### src/rtl/seq_multiplier.sv
// -----------------------------------------------------------------------------
// seq_multiplier
//
// Iterative radix-2 shift-add multiplier for a 64-bit datapath. One operation
// multiplies BusA by BusB and returns either the low or the high half of the
// 2*WIDTH-bit product:
//   Op = 00 / 11 : MUL    low  WIDTH bits of the product
//   Op = 01      : UMULH  high WIDTH bits, operands unsigned
//   Op = 10      : SMULH  high WIDTH bits, operands signed
//
// The latency is fixed. Start is accepted at edge E0. WIDTH shift-add
// iterations follow, then one fix-up cycle that applies the sign. Result and
// Done are valid after edge E0 + WIDTH + 1. There is no early termination.
//
// Ports
//   Clk     in   1      single clock; all state changes on posedge
//   Reset   in   1      asynchronous, active-high reset
//   Start   in   1      begin an operation (ignored while Busy)
//   Op      in   2      operation select (see above)
//   BusA    in   WIDTH  multiplicand (register-file read port A)
//   BusB    in   WIDTH  multiplier   (register-file read port B)
//   Busy    out  1      high in RUN and FIX
//   Done    out  1      one-cycle pulse while in DONE; Result newly valid
//   Result  out  WIDTH  registered result, held until the next FIX load
//
// WIDTH must be at least 2.
// -----------------------------------------------------------------------------
module seq_multiplier #(
    parameter int WIDTH = 64
) (
    input  logic             Clk,
    input  logic             Reset,
    input  logic             Start,
    input  logic [1:0]       Op,
    input  logic [WIDTH-1:0] BusA,
    input  logic [WIDTH-1:0] BusB,
    output logic             Busy,
    output logic             Done,
    output logic [WIDTH-1:0] Result
);

    localparam int CW = $clog2(WIDTH);
    localparam int PW = 2 * WIDTH;

    localparam logic [1:0] OP_MUL   = 2'b00;
    localparam logic [1:0] OP_UMULH = 2'b01;
    localparam logic [1:0] OP_SMULH = 2'b10;

    typedef enum logic [1:0] {
        IDLE = 2'd0,
        RUN  = 2'd1,
        FIX  = 2'd2,
        DONE = 2'd3
    } state_t;

    state_t state, state_next;

    // Control decoded by the FSM.
    logic accept;     // Start taken this edge
    logic last_iter;  // current RUN edge is the final iteration

    // Datapath state.
    logic [CW-1:0]    cnt;      // iteration counter, 0..WIDTH-1
    logic [PW-1:0]    acc;      // running product, modulo 2^PW
    logic [PW-1:0]    mcand;    // multiplicand, shifted left once per iteration
    logic [WIDTH-1:0] mplier;   // multiplier, shifted right once per iteration
    logic [1:0]       op_q;     // operation latched at accept
    logic             neg_q;    // SMULH result must be negated in FIX

    // Operand preparation at accept time.
    logic             is_smulh;
    logic             a_neg, b_neg;
    logic [WIDTH-1:0] mag_a, mag_b;

    // Fix-up stage.
    logic [PW-1:0]    product;
    logic [WIDTH-1:0] result_sel;

    assign last_iter = (cnt == CW'(WIDTH - 1));

    // -------------------------------------------------------------------------
    // FSM state register
    // -------------------------------------------------------------------------
    // NOTE: state registers use non-blocking assignments, so every always_ff
    // block samples the pre-edge value of every other register.
    always_ff @(posedge Clk or posedge Reset) begin
        if (Reset) begin
            state <= IDLE;
        end else begin
            state <= state_next;
        end
    end

    // -------------------------------------------------------------------------
    // FSM next-state and output decode
    // -------------------------------------------------------------------------
    // NOTE: every signal driven here gets a default first. A path that leaves
    // one unassigned would infer a latch.
    always_comb begin
        state_next = state;
        accept     = 1'b0;
        Busy       = 1'b0;
        Done       = 1'b0;

        unique case (state)
            IDLE: begin
                if (Start) begin
                    accept     = 1'b1;
                    state_next = RUN;
                end
            end

            RUN: begin
                Busy = 1'b1;
                if (last_iter) begin
                    state_next = FIX;
                end
            end

            FIX: begin
                Busy       = 1'b1;
                state_next = DONE;
            end

            DONE: begin
                // Done marks the DONE cycle only. A back-to-back Start goes
                // straight to RUN, so the pulse stays one cycle wide.
                Done = 1'b1;
                if (Start) begin
                    accept     = 1'b1;
                    state_next = RUN;
                end else begin
                    state_next = IDLE;
                end
            end

            default: begin
                state_next = IDLE;
            end
        endcase
    end

    // -------------------------------------------------------------------------
    // Operand preparation
    // -------------------------------------------------------------------------
    // SMULH multiplies magnitudes and restores the sign in FIX. Because
    // mag_a/mag_b are unsigned WIDTH-bit values, the most-negative input
    // (only the MSB set) negates to itself and reads correctly as 2^(WIDTH-1).
    assign is_smulh = (Op == OP_SMULH);
    assign a_neg    = is_smulh & BusA[WIDTH-1];
    assign b_neg    = is_smulh & BusB[WIDTH-1];
    assign mag_a    = a_neg ? -BusA : BusA;
    assign mag_b    = b_neg ? -BusB : BusB;

    // -------------------------------------------------------------------------
    // Fix-up: apply the sign and pick the requested half
    // -------------------------------------------------------------------------
    assign product = neg_q ? -acc : acc;

    always_comb begin
        result_sel = product[WIDTH-1:0];
        case (op_q)
            OP_UMULH,
            OP_SMULH: result_sel = product[PW-1:WIDTH];
            default:  result_sel = product[WIDTH-1:0];  // MUL and 11
        endcase
    end

    // -------------------------------------------------------------------------
    // Datapath
    // -------------------------------------------------------------------------
    always_ff @(posedge Clk or posedge Reset) begin
        if (Reset) begin
            cnt    <= '0;
            acc    <= '0;
            mcand  <= '0;
            mplier <= '0;
            op_q   <= OP_MUL;
            neg_q  <= 1'b0;
            Result <= '0;
        end else if (accept) begin
            // Result is deliberately left alone. It keeps the previous answer
            // until the next FIX load.
            cnt    <= '0;
            acc    <= '0;
            mcand  <= {{WIDTH{1'b0}}, mag_a};
            mplier <= mag_b;
            op_q   <= Op;
            neg_q  <= is_smulh & (BusA[WIDTH-1] ^ BusB[WIDTH-1]);
        end else if (state == RUN) begin
            // Adding the shifted multiplicand for each set multiplier bit
            // (LSB first) produces the full product after WIDTH steps.
            if (mplier[0]) begin
                acc <= acc + mcand;
            end
            mcand  <= mcand << 1;
            mplier <= mplier >> 1;
            cnt    <= last_iter ? '0 : cnt + CW'(1);
        end else if (state == FIX) begin
            Result <= result_sel;
        end
    end

endmodule

### config.mk
export PLATFORM = sky130hd
export DESIGN_NAME = seq_multiplier
export DESIGN_NICKNAME = d
export VERILOG_FILES = /design/src/rtl/seq_multiplier.sv
export SDC_FILE = /design/constraint.sdc
export NUM_CORES = 2
export LEC_CHECK = 0
export CAP_MARGIN = 10
export CORE_ASPECT_RATIO = 1.2
export CORE_MARGIN = 1
export CORE_UTILIZATION = 45
export CTS_BUF_LIST = sky130_fd_sc_hd__clkbuf_4 sky130_fd_sc_hd__clkbuf_8
export DETAILED_ROUTE_END_ITERATION = 6
export PLACE_DENSITY = 0.71
export SETUP_SLACK_MARGIN = 0.3
export SYNTH_ARGS = -nofsm -noshare
export SYNTH_HDL_FRONTEND = slang
export SYNTH_SLANG_ARGS = --single-unit
### constraint.sdc
create_clock -name Clk -period 39.2 [get_ports Clk]
set_input_delay 7.84 -clock Clk [delete_from_list [all_inputs] [get_ports Clk]]
set_output_delay 7.84 -clock Clk [all_outputs]
set_load 0.01 [all_outputs]
==> Word-level counts from Yosys, hierarchy flattened <==
Cells that the tools add are included.
{ "word_totals": {"reg_bits": 395, "latchBits": 0, "mem_bits_rw": 0, "rom_bits": 0, "elab_cells": 59, "memories": 0} }
{ "classes": {"addsub": 5, "mul": 0, "div_mod_pow": 0, "magnitude_cmp": 0, "n_eq_ne": 9, "shift": 0, "n_mux": 22, "bitwise_logic": 6, "reduce_logical": 9} }
{ "ops": {"columns": ["op", "n"], "rows": [
  ["2-to-1 mux 128 bit", 6],
  ["2-to-1 mux 64 bit", 5],
  ["adder 128 bit", 1],
  ["negation 128 bit", 1],
  ["negation 64 bit", 2],
  ["2-to-1 mux 6 bit", 3],
  ["equality test 2 bit, second input constant", 4],
  ["one-hot mux 2 bit (4 select lines)", 1],
  ["adder 6 x 1 -> 6 bit, second input constant", 1],
  ["equality test 6 bit, second input constant", 1],
  ["OR reduction 2 bit", 3],
  ["2-to-1 mux 1 bit", 5],
  ["equality test 2 x 1 -> 1 bit, second input constant", 2],
  ["2-to-1 mux 2 bit", 2],
  ["!= test 2 bit, second input constant", 2],
  ["AND reduction 2 bit", 2],
  ["nonzero test 2 bit", 2],
  ["bitwise AND 1 bit", 3],
  ["AND reduction 3 bit", 1],
  ["zero test 2 bit", 1],
  ["inverter 1 bit", 2],
  ["XOR 1 bit", 1]
]} }

==> Depth between registers and ports, before layout <==
{ "logic_depth": {"ltp_word": 5, "mapped_depth": 13, "depth_no_buf": 13} }

==> Worst setup path before layout <==
OpenSTA, ideal clock, no wires.
{ "synth_path": {"path_type": "input -> register", "startpoint": "in BusB[10]", "endpoint": "reg mplier[57]", "setup_ns": 0.133, "arrival_ns": 10.704, "required_ns": 39.067, "setup_slack_ns": 28.363, "stages": 11, "n_path_buf": 0, "cell_sequence": "or4_1 or4_1 or3_1 or2_1 nor3_2 nand2_1 o41ai_2 o21ai_1 xor2_1 nand2_1 o21ai_0"} }
{ "synth_via": {"elab_chain_len": 3} }
{ "synth_rtl": {"columns": ["item", "line", "text"], "rows": [
  ["start, declared", "36", "input logic [WIDTH-1:0] BusB,"],
  ["negation 64 bit", "153", "assign mag_b = b_neg ? -BusB : BusB;"],
  ["2-to-1 mux 64 bit", "153", null],
  ["2-to-1 mux 64 bit", "181", "end else if (accept) begin"],
  ["end signal, assigned", "187", "mplier <= mag_b;"],
  ["end signal, assigned", "197", "mplier <= mplier >> 1;"],
  ["end, declared", "66", "logic [WIDTH-1:0] mplier;"]
]} }
Every way passes these cells.
A chain may end at the register's enable or synchronous reset.

==> Worst setup path after layout <==
{ "layout_path": {"startpoint": "in BusB[10]", "endpoint": "reg mplier[59]"} }
Same word-level chain as after synthesis.

==> metrics.yaml <==
grt_max_degree: 152
avgViaCountPerCell: 5.93
required_ns: 39.68
cts_made_buffers: 73
final_max_slew_viol_count: 0
clockBufferDepth: 3
status: "finished clean"
clk_pin_slew_ns: 0.06
yosys_most_used_dff: "dfrtp_1"
crit_fanout: 7
swShare: 0.463
die_y_um: 286
p_int_w: 0.00123
fin_crit_ns: 11.25
grt_pass1_vias: 27200
htreeDepth: 3
synthesis.nets: 4050
drtIter0Drc: 2623
core_area_sq_um: 66200
synth_edf_count: 0
p_per_area_nw_per_um2: 66.3
hold_violations: 0
cts.sink_count: 395
ff2ff_setup_slack_ns: 34.20
rsz0062_at_grt: "false"
rows: 103
synthArstFlopShare: 1.00
start_util: 0.458
yosysWarnings: 0
ant_nets: 0
root_buffer: "clkbuf_8"
vias: 28600
syn_avg_cell_area_sq_um: 8.02
port_buffers: 198
synthesis.area_sq_um: 30300
cts_resized: 0
max_cap_violations: 0
power_switching_w: 0.00106
post-route-period-util: 0.287
finalClockSkew_ns: 0.0573
place.gp.congestion: 0.985
slew_headroom: 0.193
synth_cells: 3780
cp.arrival_ns: 11.73
power_frac_seq: 0.288
ios: 199
die_area_sq_um: 68400
tightest_slew_ns: 1.21
nets: 4150
irDropWorstVdd_uv: 55.0
syn_to_final_growth_pct: 14.1
grt_usage: 0.285
ys_seq_elements: 395
first_pass_iters: 6
hold_path.class: "flip-flop to flip-flop"
holdBufCountCts: 0
place_ws_ns: 27.33
drive_gt1_frac: 0.0547
setup_violations: 0
critPathLaunchType: "input port"
clkPwrFrac: 0.192
end_kind: "flip-flop"
hpwlAfterDp_um: 75500
crit_type: "input port to flip-flop"
postCtsSetupRepairBufs: 0
synth_seq_area_share: 0.326
wl_um: 98000
clock_latency_ns: 0.69
cts_tree: "done"
antenna_found_initial: 2
wl_per_cell_um: 20.3
synth_cell_type_count: 82
route.detailed.drc: 0
hold_depth: 1
die_x_um: 239
overflow: 0
grt_first_pass_wirelength_um: 154000
totalNegativeSetupSlack_ns: 0
r2r_cells: 11
p_comb_frac: 0.520
max_freq_mhz: 88.9
fin_ws_ns: 27.95
total_leakage_power_nw: 14.5
[synthesized netlist by cell type, types with 4 or more instances]
master | count | area, sq um
nand2_1 | 557 | 2090
clkbuf_1 | 178 | 668
o41ai_2 | 4 | 65.1
nor3_1 | 81 | 405
a22o_1 | 6 | 52.6
xnor2_1 | 196 | 1720
o31ai_1 | 59 | 443
or4_1 | 26 | 195
inv_1 | 72 | 270
o21bai_1 | 40 | 300
nor4_1 | 31 | 194
buf_1 | 24 | 90.1
o21ai_0 | 496 | 2480
a221oi_1 | 5 | 43.8
and3_1 | 14 | 87.6
o21a_1 | 20 | 150
dfrtp_1 | 395 | 9880
o41ai_1 | 31 | 272
a221o_1 | 4 | 40.0
o211ai_1 | 14 | 105
a21o_1 | 53 | 398
xor2_1 | 165 | 1450
o22ai_1 | 5 | 31.3
or3_1 | 45 | 282
nand4_1 | 65 | 407
a21boi_0 | 12 | 90.1
a31oi_1 | 31 | 194
nand3_1 | 55 | 275
nand3b_1 | 5 | 37.5
nor2_1 | 274 | 1030
o21ai_1 | 22 | 110
nand2b_1 | 32 | 200
a211oi_1 | 15 | 113
mux2i_1 | 186 | 1860
and2_1 | 7 | 43.8
a31o_2 | 4 | 35.0
a21oi_1 | 299 | 1500
or2_2 | 18 | 113
nor2b_1 | 23 | 144
ha_1 | 136 | 1700
o221ai_1 | 4 | 35.0
and4_1 | 4 | 35.0
[final timing paths]
check | startpoint | endpoint
worst max register to register | acc[7] | acc[113]
worst min register to register | Result[62] | Result[62]
min in group asynchronous | Reset | Result[11]
max in group asynchronous | Reset | neg_q
worst max-delay path | BusB[10] | mplier[59]
worst min-delay path | Result[62] | Result[62]
[layer usage]
metal,part of all wire,vias to the layer above,GRT usage
met5,0,-,0
met4,0.052,0,0.147
met3,0.068,215,0.0416
met2,0.45,1051,0.458
met1,0.43,13600,0.372
li1,-,13800,-
[registers in the layout, indices dropped and copies added (netlist names)]
name / flops
Result: 64
mcand: 128
acc: 128
cnt: 6
state: 2
mplier: 64
op_q: 2
neg_q: 1
[logic make-up after synthesis]
kind of cell | share of synthesized area
AO/OA/AOI/OAI | 0.224
XOR/XNOR | 0.104
adder cells (fa/ha/maj) | 0.0568
buffers and inverters | 0.0341
flip-flops | 0.326
multiplexers | 0.0618
AND/OR/NAND/NOR | 0.192
[critical path, cell delays in order]
cell and delay [ns]:
clkdlybuf4s50_1 0.46, or4_1 0.64, or4_1 0.52, or3_1 0.44
or2_1 0.29, nor3_2 0.29, nand2_1 0.25, nor3_1 0.46
o21ai_0 0.19, xor2_1 0.18, nand2_1 0.07, o21ai_0 0.09
[cell type report]
type / instances / area [sq um]
clock buffer: 113 / 1450
tap: 892 / 1120
inverter: 72 / 278
clock inverter: 15 / 170
fill: 6414 / 31600
antenna: 1 / 2.50
timing repair buffer: 228 / 2220
sequential: 395 / 9890
multi-input combinational: 3110 / 19500
[power by group through the flow]
stage	registers [W]	clock network (W)	logic (W)
floorplan	0.000617	0	0.000846
global placement	0.000659	0	0.00116
detailed placement	0.000662	0	0.00118
CTS	0.000656	0.000450	0.00118
global route	0.000672	0.000467	0.00132
finish	0.000660	0.000440	0.00119
[per-stage QoR]
stage	util	power (W)	cells	hold WS, ns	instance area, sq um
floorplan	-	0.00146	3780	0.450	30300
global placement	0.498	0.00182	4697	0.459	33000
detailed placement	0.498	0.00184	4697	0.465	33000
CTS	0.522	0.00229	4825	0.477	34600
global route	0.522	0.00246	4826	0.500	34600
finish	0.522	0.00229	4826	0.472	34600
[cells in the final DEF (no fill, tap or decap), types with 18 or more instances in the layout]
cell type / instances
xnor2_1: 195
clkbuf_8: 96
dfrtp_1: 394
nor4_1: 31
inv_1: 71
nand2_1: 556
a31oi_1: 31
o31ai_1: 59
or2_2: 18
or3_1: 45
nand2b_1: 32
nand3_1: 54
o21bai_1: 40
ha_1: 135
o21ai_1: 22
buf_4: 29
mux2i_1: 186
o21ai_0: 496
o21a_1: 20
xor2_1: 164
nand4_1: 65
clkdlybuf4s50_1: 198
a21oi_1: 298
nor2_1: 274
a21o_1: 53
o41ai_1: 31
nor2b_1: 22
nor3_1: 81
or4_1: 26
No activity file was read; power rests on OpenSTA's default activity.
